## src/rtl/stream_xor_decoder.sv

```systemverilog
// Keystream consumer: pops one FIFO byte per ciphertext byte and emits din ^ keystream
// as plaintext over a valid/ready output, framed by start/done with abort support.
module stream_xor_decoder #(
    parameter int DW    = 8,
    parameter int LEN_W = 16
) (
    input  logic             clk,
    input  logic             rst,
    input  logic             start,
    input  logic [LEN_W-1:0] msg_len,
    input  logic             abort,
    input  logic [DW-1:0]    ks_dout,
    input  logic             ks_empty,
    output logic             ks_rd,
    input  logic [DW-1:0]    din,
    input  logic             din_valid,
    output logic             din_ready,
    output logic [DW-1:0]    dout,
    output logic             dout_valid,
    input  logic             dout_ready,
    output logic             busy,
    output logic             done,
    output logic             aborted,
    output logic [LEN_W-1:0] byte_cnt
);

    typedef enum logic [2:0] {
        S_IDLE,
        S_FETCH,
        S_WAIT,
        S_XOR,
        S_OUT,
        S_DONE
    } state_t;

    state_t           state, state_nxt;
    logic [LEN_W-1:0] len;
    logic [DW-1:0]    ks_reg;
    logic             kill;

    // abort only ends an active frame; IDLE and DONE already head to idle
    always_comb begin
        kill = abort && (state inside {S_FETCH, S_WAIT, S_XOR, S_OUT});
    end

    always_ff @(posedge clk) begin
        if (rst) state <= S_IDLE;
        else     state <= state_nxt;
    end

    always_comb begin
        state_nxt = state;
        ks_rd     = 1'b0;
        din_ready = 1'b0;
        if (kill) begin
            state_nxt = S_IDLE;
        end else begin
            case (state)
                S_IDLE:  if (start && msg_len != '0) state_nxt = S_FETCH;
                S_FETCH: if (!ks_empty) begin
                    ks_rd     = 1'b1;
                    state_nxt = S_WAIT;
                end
                S_WAIT:  state_nxt = S_XOR;
                S_XOR: begin
                    din_ready = 1'b1;
                    if (din_valid) state_nxt = S_OUT;
                end
                S_OUT:   if (dout_ready) state_nxt = (byte_cnt == len) ? S_DONE : S_FETCH;
                S_DONE:  state_nxt = S_IDLE;
                default: state_nxt = S_IDLE;
            endcase
        end
        // strobes must stay low while reset is held, whatever the state register says
        if (rst) begin
            ks_rd     = 1'b0;
            din_ready = 1'b0;
        end
    end

    always_ff @(posedge clk) begin
        if (rst) begin
            len        <= '0;
            ks_reg     <= '0;
            dout       <= '0;
            dout_valid <= 1'b0;
            busy       <= 1'b0;
            done       <= 1'b0;
            aborted    <= 1'b0;
            byte_cnt   <= '0;
        end else begin
            done    <= 1'b0;
            aborted <= 1'b0;
            if (kill) begin
                aborted    <= 1'b1;
                busy       <= 1'b0;
                dout_valid <= 1'b0;
            end else begin
                case (state)
                    S_IDLE: if (start) begin
                        byte_cnt <= '0;
                        if (msg_len != '0) begin
                            len  <= msg_len;
                            busy <= 1'b1;
                        end else begin
                            done <= 1'b1;
                        end
                    end
                    S_WAIT: ks_reg <= ks_dout;
                    S_XOR: if (din_valid) begin
                        dout       <= din ^ ks_reg;
                        dout_valid <= 1'b1;
                        byte_cnt   <= byte_cnt + LEN_W'(1);
                    end
                    // done is raised here so it is high during the DONE cycle
                    S_OUT: if (dout_ready) begin
                        dout_valid <= 1'b0;
                        if (byte_cnt == len) done <= 1'b1;
                    end
                    S_DONE: busy <= 1'b0;
                    default: ;
                endcase
            end
        end
    end

endmodule

```

## config.mk

```make
export PLATFORM = sky130hd
export DESIGN_NAME = stream_xor_decoder
export DESIGN_NICKNAME = d
export VERILOG_FILES = /design/src/rtl/stream_xor_decoder.sv
export SDC_FILE = /design/constraint.sdc
export NUM_CORES = 1
export LEC_CHECK = 0
export ABC_AREA = 1
export ABC_CLOCK_PERIOD_IN_PS = 3400
export BUFFER_PORTS_ARGS = -buffer_cell sky130_fd_sc_hd__buf_4
export CORE_MARGIN = 2
export CORE_UTILIZATION = 57
export CTS_CLUSTER_SIZE = 12
export DETAILED_ROUTE_END_ITERATION = 16
export PLACE_DENSITY = 0.87
export SETUP_SLACK_MARGIN = 0.5
export SLEW_MARGIN = 20
export SYNTH_ARGS = -nofsm -noshare
export SYNTH_HDL_FRONTEND = slang
export SYNTH_SLANG_ARGS = --single-unit
```

## constraint.sdc

```tcl
create_clock -name clk -period 3.4 [get_ports clk]
set_input_delay 0.51 -clock clk [delete_from_list [all_inputs] [get_ports clk]]
set_output_delay 0.51 -clock clk [all_outputs]
set_load 0.02 [all_outputs]
```

==> impl_metrics.py, run 1 <==
metrics = {
    "outcome": {
        "status": "finished, final reports clean",
    },
    "floorplan": {
        "coreArea_mm2": 0.00463,
        "rows": 25,
        "die_w_um": 72.8,
        "fp.dieH_um": 72.8,
        "ioPinCount": 69,
        "initial_utilization": 0.583,
        "die_area_mm2": 0.00530,
    },
    "sta": {
        "finalSetupTns_ps": 0,
        "max_slew.worst_pin.slew_ps": 558,
        "finalHoldViolCount": 0,
        "relSlewSlack": 0.627,
        "rsz0062_at_grt": "false",
        "clock.fmax_mhz": 413,
        "final_max_slew_viol_count": 0,
        "setup_viol": 0,
        "hold_slack_ps": 405,
        "period_needed_ps": 2420,
        "skew_ps": 9.88,
        "period_share": 0.712,
    },
    "clock_tree": {
        "cts_setup_buffers": 0,
        "hold_buffers": 0,
        "clkSlewWorstSetupHoldPaths_ps": 110,
        "cts_sinks": 55,
        "cts_max_level": 2,
        "ctsResizeCount": 0,
        "clock_path_buffers": 2,
        "cts_buffers": 5,
        "cts_tree": "done",
        "clockRootBuffer": "clkbuf_8",
        "clock_latency_ps": 320,
    },
    "final_layout": {
        "area_growth_pct": 24.2,
        "drive_gt1_frac": 0.196,
        "final_nets": 509,
        "diodes": 0,
        "layout.cells.non_filler": 524,
        "largestRegisters": "byte_cnt: 16 flops, len: 16 flops",
        "design_area_mm2": 0.00335,
    },
    "routing": {
        "drt_iter0_markers": 142,
        "ant_nets": 0,
        "wl_per_cell_um": 12.0,
        "viasPerCell": 5.17,
        "first_pass_iters": 4,
        "drc": 0,
        "wl_um": 6310,
        "routed-via-count": 2709,
    },
    "power_and_ir_drop": {
        "power_mw": 1.89,
        "leakage_nw": 1.52,
        "max-vdd-ir-drop_mv": 0.289,
        "power.density_mw_per_mm2": 564,
    },
    "logic_synthesis": {
        "syn_area_per_cell_um2": 6.71,
        "synth_edf_count": 0,
        "ys_seq_area_frac": 0.408,
        "synthesis.nets": 442,
        "synth-async-reset-ratio": 0,
        "synth_top_area_share": 0.408,
        "yosys.cell_count.top_type": "nand2_1",
        "ys_types": 28,
        "synthTopCellsByArea": "dfxtp_1, nand2_1, nor2_1",
        "synth_top_cell_by_area": "dfxtp_1",
        "ys_ff_latch": 55,
        "netlist_instances": 402,
        "synth_common_cells": "nand2_1, nor2_1, dfxtp_1",
        "synth_ff_type": "dfxtp_1",
        "ys_warn_count": 0,
        "syn-cell-area_mm2": 0.00270,
    },
    "critical_path": {
        "worst_path_max_delay_cell": "dfxtp_1",
        "crit_buf_inv": 3,
        "cp_cell_sequence": "inv_1 -> nand2_1 -> nand3_2 -> nand2_2 -> inv_1 -> nand2_1 -> nor2_1 -> buf_4",
        "cp-end-kind": "output port",
        "critPathTopFamily": "simple AND/OR/NAND/NOR gates",
        "crit_start": "state[2]",
        "slowest_delay_ps": 510,
        "rr_startpoint": "state[2]",
        "worstPathRequired_ps": 2890,
        "critPathArrivalTime_ps": 1910,
        "path_class": "register to output port",
        "startpoint_type": "register",
        "crit_fanout": 11,
    },
    "global_routing": {
        "grt_start_max_net_pins": 26,
        "grt_pass1_wl_um": 10500,
        "gr-usage-all-layers": 0.251,
        "grt_pass1_vias": 2478,
        "antenna_found_initial": 0,
        "grt_overflow": 0,
    },
    "placed_design": {
        "gp_congestion": 0.989,
        "dp_hpwl_um": 4850,
        "placed_cells": 516,
        "port_buffers": 68,
        "postPlaceCellArea_mm2": 0.00323,
    },
    "job": {
        "drv_cap": 0,
    },
    "worst_hold_path": {
        "worstHoldStart": "ks_dout[4]",
        "hp-class": "input pin to register",
    },
}
-- layout make-up --
cell class / count / area [um^2]
Clock inverter: 3 / 46.3
Sequential cell: 55 / 1100
Tap cell: 54 / 67.6
Inverter: 52 / 198
Clock buffer: 5 / 68.8
Fill cell: 398 / 1280
Timing Repair Buffer: 70 / 526
Multi-Input combinational cell: 285 / 1340
-- per-layer routing --
metal  routed length [um]  part of all wire  vias to the layer above  GRT usage
li1                     -                 -                     1404          -
met5                    0                 0                        -          0
met4                  104             0.016                        0     0.0947
met1                 2710              0.43                     1216      0.302
met3                  405             0.064                       13     0.0649
met2                 3090              0.49                       76      0.429
-- report_power, final --
group | switching (mW) | internal [mW]
Combinational | 0.400 | 0.220
Sequential | 0.0724 | 0.746
Clock | 0.227 | 0.222
Total | 0.699 | 1.19
-- worst reg2reg max path: stages, from the launching register on --
cell     delay [ps]
dfxtp_1         510
inv_1           130
nand2_1         140
nand3_2         260
nand2_4         240
nand2_4         150
inv_4           130
nor2_4           50
o21ai_0         200
nor2_1           60
-- layout by cell type (no fill, tap or decap), types with 2 or more instances in the layout --
master and instances:
o21ai_1 8, a211oi_1 2, nand2_1 96, nand2_2 4, nand3_1 19, inv_1 49
nand2_4 2, nor3_1 7, a21oi_1 39, o21ai_0 27, nor2_1 62, inv_2 2
nand4_1 2, dfxtp_1 55, xor2_1 9, buf_4 70, clkbuf_8 5
-- path summary, 6_finish.rpt --
kind	to	cells after the start	slack, ps
worst max-delay path	ks_rd	8	980
worst min register to register	dout[3]	2	470
worst min-delay path	ks_reg[4]	3	400
worst max register to register	byte_cnt[7]	9	1440
-- cells by family after synthesis --
group           after synthesis  share of synthesized area
buf+inv                      62                     0.0942
fa+ha+maj                     1                    0.00464
xor+xnor                      9                     0.0292
simple gates                197                      0.316
compound gates               78                      0.148
flops                        55                      0.408
-- through the flow --
step                setup slack (ps)   util
detailed placement              1340  0.699
finish                           978  0.724
floorplan                       1500      -
global route                     847  0.724
global placement                1390  0.699
CTS                              992  0.724
(Power assumes the default switching activity.)
==> run 2: changes to the inputs <==
ABC_AREA = 0   (was 1)
ABC_CLOCK_PERIOD_IN_PS = 2000   (was 3400)
CORE_UTILIZATION = 47   (was 57)
PLACE_DENSITY = 0.77   (was 0.87)
clock period = 2 ns   (was 3.4 ns; I/O delays follow)
==> run 2 against run 1 <==
  * Worst hold slack worse by 230 ps
  * Largest cell class unchanged
  * Sequential share of layout area down 2.9 points
  * Sequential power is 44% higher
  * Critical endpoint unchanged
  * Critical path depth down 3
==> impl_metrics.py, run 2 <==
metrics = {
    "floorplan": {
        "initial_utilization": 0.480,
        "coreArea_mm2": 0.00544,
        "die_area_mm2": 0.00616,
        "fp.dieH_um": 78.5,
        "ioPinCount": 69,
        "rows": 27,
        "die_w_um": 78.5,
    },
    "logic_synthesis": {
        "syn_area_per_cell_um2": 8.23,
        "synth_top_cell_by_area": "dfxtp_1",
        "ys_seq_area_frac": 0.422,
        "ys_types": 41,
        "ys_ff_latch": 55,
        "synth_ff_type": "dfxtp_1",
        "netlist_instances": 317,
        "syn-cell-area_mm2": 0.00261,
        "yosys.cell_count.top_type": "dfxtp_1",
        "ys_warn_count": 0,
        "synth_top_area_share": 0.422,
        "synthesis.nets": 357,
        "synth-async-reset-ratio": 0,
        "synthTopCellsByArea": "dfxtp_1, a21oi_1, xor2_1",
        "synth_edf_count": 0,
        "synth_common_cells": "dfxtp_1, a21oi_1, nand2_1",
    },
    "worst_hold_path": {
        "hp-class": "input pin to register",
        "worstHoldStart": "rst",
    },
    "critical_path": {
        "critPathTopFamily": "compound AO/OA/AOI/OAI gates",
        "crit_fanout": 4,
        "rr_startpoint": "state[0]",
        "cp_cell_sequence": "buf_6 -> o21a_4 -> o31ai_4 -> nor4_2 -> buf_4",
        "cp-end-kind": "output port",
        "crit_buf_inv": 2,
        "slowest_delay_ps": 350,
        "crit_start": "state[1]",
        "critPathArrivalTime_ps": 1540,
        "worstPathRequired_ps": 1700,
        "path_class": "register to output port",
        "startpoint_type": "register",
        "worst_path_max_delay_cell": "dfxtp_2",
        "reg2reg_slack_ps": 180,
    },
    "power_and_ir_drop": {
        "leakage_nw": 1.46,
        "power.density_mw_per_mm2": 624,
        "max-vdd-ir-drop_mv": 0.552,
    },
    "routing": {
        "wl_per_cell_um": 15.8,
        "first_pass_iters": 5,
        "ant_nets": 0,
        "wl_um": 7490,
        "viasPerCell": 5.76,
        "drc": 0,
        "routed-via-count": 2736,
        "drt_iter0_markers": 197,
    },
    "clock_tree": {
        "cts_sinks": 55,
        "clkSlewWorstSetupHoldPaths_ps": 110,
        "clockRootBuffer": "clkbuf_8",
        "clock_latency_ps": 320,
        "cts_buffers": 5,
        "cts_tree": "done",
        "clock_path_buffers": 2,
        "cts_max_level": 2,
    },
    "sta": {
        "period_needed_ps": 1840,
        "setup_viol": 0,
        "max_slew.worst_pin.slew_ps": 547,
        "clock.fmax_mhz": 544,
        "relSlewSlack": 0.634,
        "finalHoldViolCount": 0,
        "final_max_slew_viol_count": 0,
        "finalSetupTns_ps": 0,
        "skew_ps": 11.5,
        "rsz0062_at_grt": "true",
        "period_share": 0.919,
    },
    "final_layout": {
        "layout_commonest_cell": "buf_4",
        "most-common-layout-cells": "buf_4, dfxtp_1, a21oi_1, nand2_1, nand3_1",
        "diodes": 0,
        "largestRegisters": "byte_cnt: 16 flops, len: 16 flops",
        "final_util": 0.679,
        "final_nets": 442,
        "area_growth_pct": 41.5,
        "fill_cells": 418,
        "drive_gt1_frac": 0.362,
        "design_area_mm2": 0.00369,
    },
    "outcome": {
        "status": "finished, final reports clean",
    },
    "placed_design": {
        "port_buffers": 68,
        "postPlaceCellArea_mm2": 0.00323,
        "gp_congestion": 0.877,
        "dp_hpwl_um": 4860,
    },
    "global_routing": {
        "gr-usage-all-layers": 0.239,
        "grt_overflow": 0,
        "antenna_found_initial": 0,
        "grt_pass1_wl_um": 11800,
        "grt_pass1_vias": 2457,
        "grt_start_max_net_pins": 35,
    },
    "job": {
        "drv_cap": 0,
    },
}
-- run 2: cell types whose count changed after synthesis, sizes merged, moves of 4 or more --
cell	change
xnor2	+10
xor2	+7
inv	-45
nor4	+9
o21ai	-11
or3	+8
a211oi	+8
nand3	+4
nand2	-73
nor2	-49
clkbuf	+14
-- run 2: repair_timing --
action	in CTS	in global routing
hold endpoints to repair	0	0
setup endpoints to repair	37	45
buffers inserted	13	6
pin swaps	13	6
hold buffers	0	0
resized for setup	20	36
gates cloned	1	0
-- run 2: layout make-up --
type	instances	area, um^2	share of cell area
Tap cell	72	90.1	0.0244
Sequential cell	55	1110	0.300
Clock buffer	5	68.8	0.0186
Timing Repair Buffer	99	793	0.215
Inverter	7	26.3	0.00712
Multi-Input combinational cell	234	1580	0.428
Clock inverter	3	25.0	0.00678
-- run 2: cell families after synthesis --
kind of cell | after synthesis | share of synthesized area
AO/OA/AOI/OAI | 93 | 0.214
XOR/XNOR | 26 | 0.0873
adder cells (fa/ha/maj) | 1 | 0.00480
buffers and inverters | 29 | 0.0451
flip-flops | 55 | 0.422
multiplexers | 1 | 0.00384
AND/OR/NAND/NOR | 112 | 0.223
-- run 2: path summary, 6_finish.rpt --
check | end | cells past startpoint
worst max register to register | byte_cnt[11] | 4
worst max-delay path | ks_rd | 5
worst min-delay path | len[3] | 2
worst min register to register | ks_reg[4] | 2
-- run 2: where the power goes --
group	switching, mW	internal, mW
clock	0.385	0.251
combinational	0.246	0.247
sequential	0.0370	1.14
-- run 2: per-stage QoR --
| step | worst slack [ps] | total power, mW | std cells | hold slack [ps] |
|---|---|---|---|---|
| detailed placement | 136 | 1.55 | 447 | 462 |
| global placement | 167 | 1.54 | 447 | 456 |
| CTS | 183 | 2.22 | 469 | 170 |
| global route | 93.1 | 2.41 | 475 | 167 |
| finish | 163 | 2.30 | 475 | 172 |
| floorplan | 193 | 1.41 | 317 | 436 |
-- run 2: routing by layer --
layer	share of wire	wire length (um)	track usage	vias up
met2	0.50	3740	0.365	110
li1	-	-	-	1324
met4	0.013	100	0.100	0
met5	0	0	0	-
met1	0.43	3180	0.327	1290
met3	0.062	463	0.0483	12
==> run 3: changes to the inputs <==
CORE_UTILIZATION = 35   (was 47)
PLACE_DENSITY = default   (was 0.77)
PLACE_DENSITY_LB_ADDON = 0.08   (was default)
==> run 3 against run 2 <==
  * First-iteration DRC count down 53%
  * Die area up 32%
  * Critical endpoint is now byte_cnt[13]
  * Critical path type is now register to register
  * Combinational power up 12%
  * Fmax down 0.88%
  * Largest power group unchanged
==> impl_metrics.py, run 3 (synthesis gave the netlist of run 2 again) <==
metrics = {
    "outcome": {
        "status": "finished, final reports clean",
    },
    "floorplan": {
        "coreArea_mm2": 0.00725,
        "initial_utilization": 0.360,
        "ioPinCount": 69,
        "rows": 31,
        "die_w_um": 90.3,
        "die_area_mm2": 0.00816,
        "fp.dieH_um": 90.3,
    },
    "routing": {
        "ant_nets": 0,
        "drc": 0,
        "first_pass_iters": 4,
        "wl_um": 7880,
        "viasPerCell": 5.23,
        "wl_per_cell_um": 15.1,
        "drt_iter0_markers": 93,
        "routed-via-count": 2726,
    },
    "final_layout": {
        "seq_area_mm2": 0.00111,
        "diodes": 0,
        "final_util": 0.547,
        "drive_gt1_frac": 0.408,
        "multi_input_area_mm2": 0.00167,
        "layout_commonest_cell": "buf_4",
        "most-common-layout-cells": "buf_4, dfxtp_1, a21oi_1, nand2_1, nand3_1",
        "final_nets": 461,
        "fill_cells": 707,
        "area_growth_pct": 52.1,
        "largestRegisters": "byte_cnt: 16 flops, len: 16 flops",
        "design_area_mm2": 0.00397,
    },
    "sta": {
        "skew_ps": 8.95,
        "relSlewSlack": 0.721,
        "period_share": 0.927,
        "period_needed_ps": 1850,
        "clock.fmax_mhz": 539,
        "rsz0062_at_grt": "true",
        "worst_slack_ps": 146,
        "setup_viol": 0,
        "max_slew.worst_pin.slew_ps": 415,
        "hold_slack_ps": 223,
        "finalSetupTns_ps": 0,
        "finalHoldViolCount": 0,
        "final_max_slew_viol_count": 0,
    },
    "global_routing": {
        "met3_usage": 0.0334,
        "grt_start_max_net_pins": 21,
        "busiest_layer": "met2",
        "use_met2": 0.256,
        "grt_use_met1": 0.251,
        "grt_overflow": 0,
        "grt_pass1_wl_um": 11600,
        "gr-usage-all-layers": 0.171,
        "grt_pass1_vias": 2358,
        "antenna_found_initial": 0,
    },
    "power_and_ir_drop": {
        "leakage_nw": 1.58,
        "max-vdd-ir-drop_mv": 0.307,
        "power.density_mw_per_mm2": 626,
    },
    "job": {
        "drv_cap": 0,
    },
    "clock_tree": {
        "cts_buffers": 5,
        "clock_path_buffers": 2,
        "clockRootBuffer": "clkbuf_8",
        "cts_max_level": 2,
        "clock_latency_ps": 310,
        "cts_tree": "done",
        "cts_sinks": 55,
        "clkSlewWorstSetupHoldPaths_ps": 110,
    },
    "placed_design": {
        "dp_hpwl_um": 4970,
        "dp_slack_ps": 149,
        "gp_congestion": 0.742,
        "port_buffers": 68,
        "postPlaceCellArea_mm2": 0.00333,
    },
    "critical_path": {
        "worst_path_max_delay_cell": "or3b_4",
        "critPathArrivalTime_ps": 2100,
        "worstPathRequired_ps": 2240,
        "cp_cell_sequence": "or3b_4 -> a211o_4 -> or4_1 -> a21oi_1",
        "cp-end-kind": "register",
        "path_class": "register to register",
        "critPathTopFamily": "simple AND/OR/NAND/NOR gates",
        "slowest_delay_ps": 450,
        "startpoint_type": "register",
        "crit_buf_inv": 0,
        "crit_fanout": 5,
    },
    "worst_hold_path": {
        "hp-class": "input pin to register",
    },
}
[run 3: cell types whose count changed in the layout (fill, tap and decap cells not counted), moves of 3 or more]
cell     change
a21oi_2      +3
o21ai_1      +8
o21ai_2      -3
o21ai_0      -5
buf_4       +14
a21oi_1      -3
[run 3: layer usage]
metal,up-vias,part of all wire
met5,-,0
met4,0,0.0093
met3,6,0.036
met2,64,0.47
met1,1296,0.49
li1,1360,-
[run 3: path summary, 6_finish.rpt]
path | from | end | slack (ps) | cells after the start
worst max-delay path | state[1] | byte_cnt[13] | 150 | 4
worst min-delay path | ks_dout[6] | ks_reg[6] | 220 | 3
worst max register to register | state[1] | byte_cnt[13] | 150 | 4
worst min register to register | ks_reg[3] | ks_reg[3] | 470 | 2
[run 3: area by class of cell]
| type | instances | area share |
|---|---|---|
| Clock buffer | 5 | 0.0173 |
| Inverter | 7 | 0.00662 |
| Sequential cell | 55 | 0.279 |
| Clock inverter | 3 | 0.0110 |
| Multi-Input combinational cell | 236 | 0.420 |
| Tap cell | 99 | 0.0312 |
| Timing Repair Buffer | 116 | 0.234 |
[run 3: where the power goes]
| group | internal (mW) | switching, mW |
|---|---|---|
| logic | 0.286 | 0.267 |
| clock network | 0.374 | 0.388 |
| registers | 1.14 | 0.0312 |
| total | 1.80 | 0.686 |
[run 3: worst min-delay path, stage by stage]
cell and delay [ps]:
buf_4 110, nand2_1 40, a21oi_1 50
[run 3: through the flow]
stage                     instances  power, mW
after floorplan                 317       1.41
after global routing            521       2.59
final                           521       2.48
after detailed placement        482       1.55
after CTS                       502       2.39
after global placement          482       1.55
[run 3: timing repair]
action,in CTS,in global routing
setup endpoints to repair,46,48
pin swaps,12,20
hold buffers,0,0
resized for setup,26,52
setup buffers,10,15
gates cloned,2,4
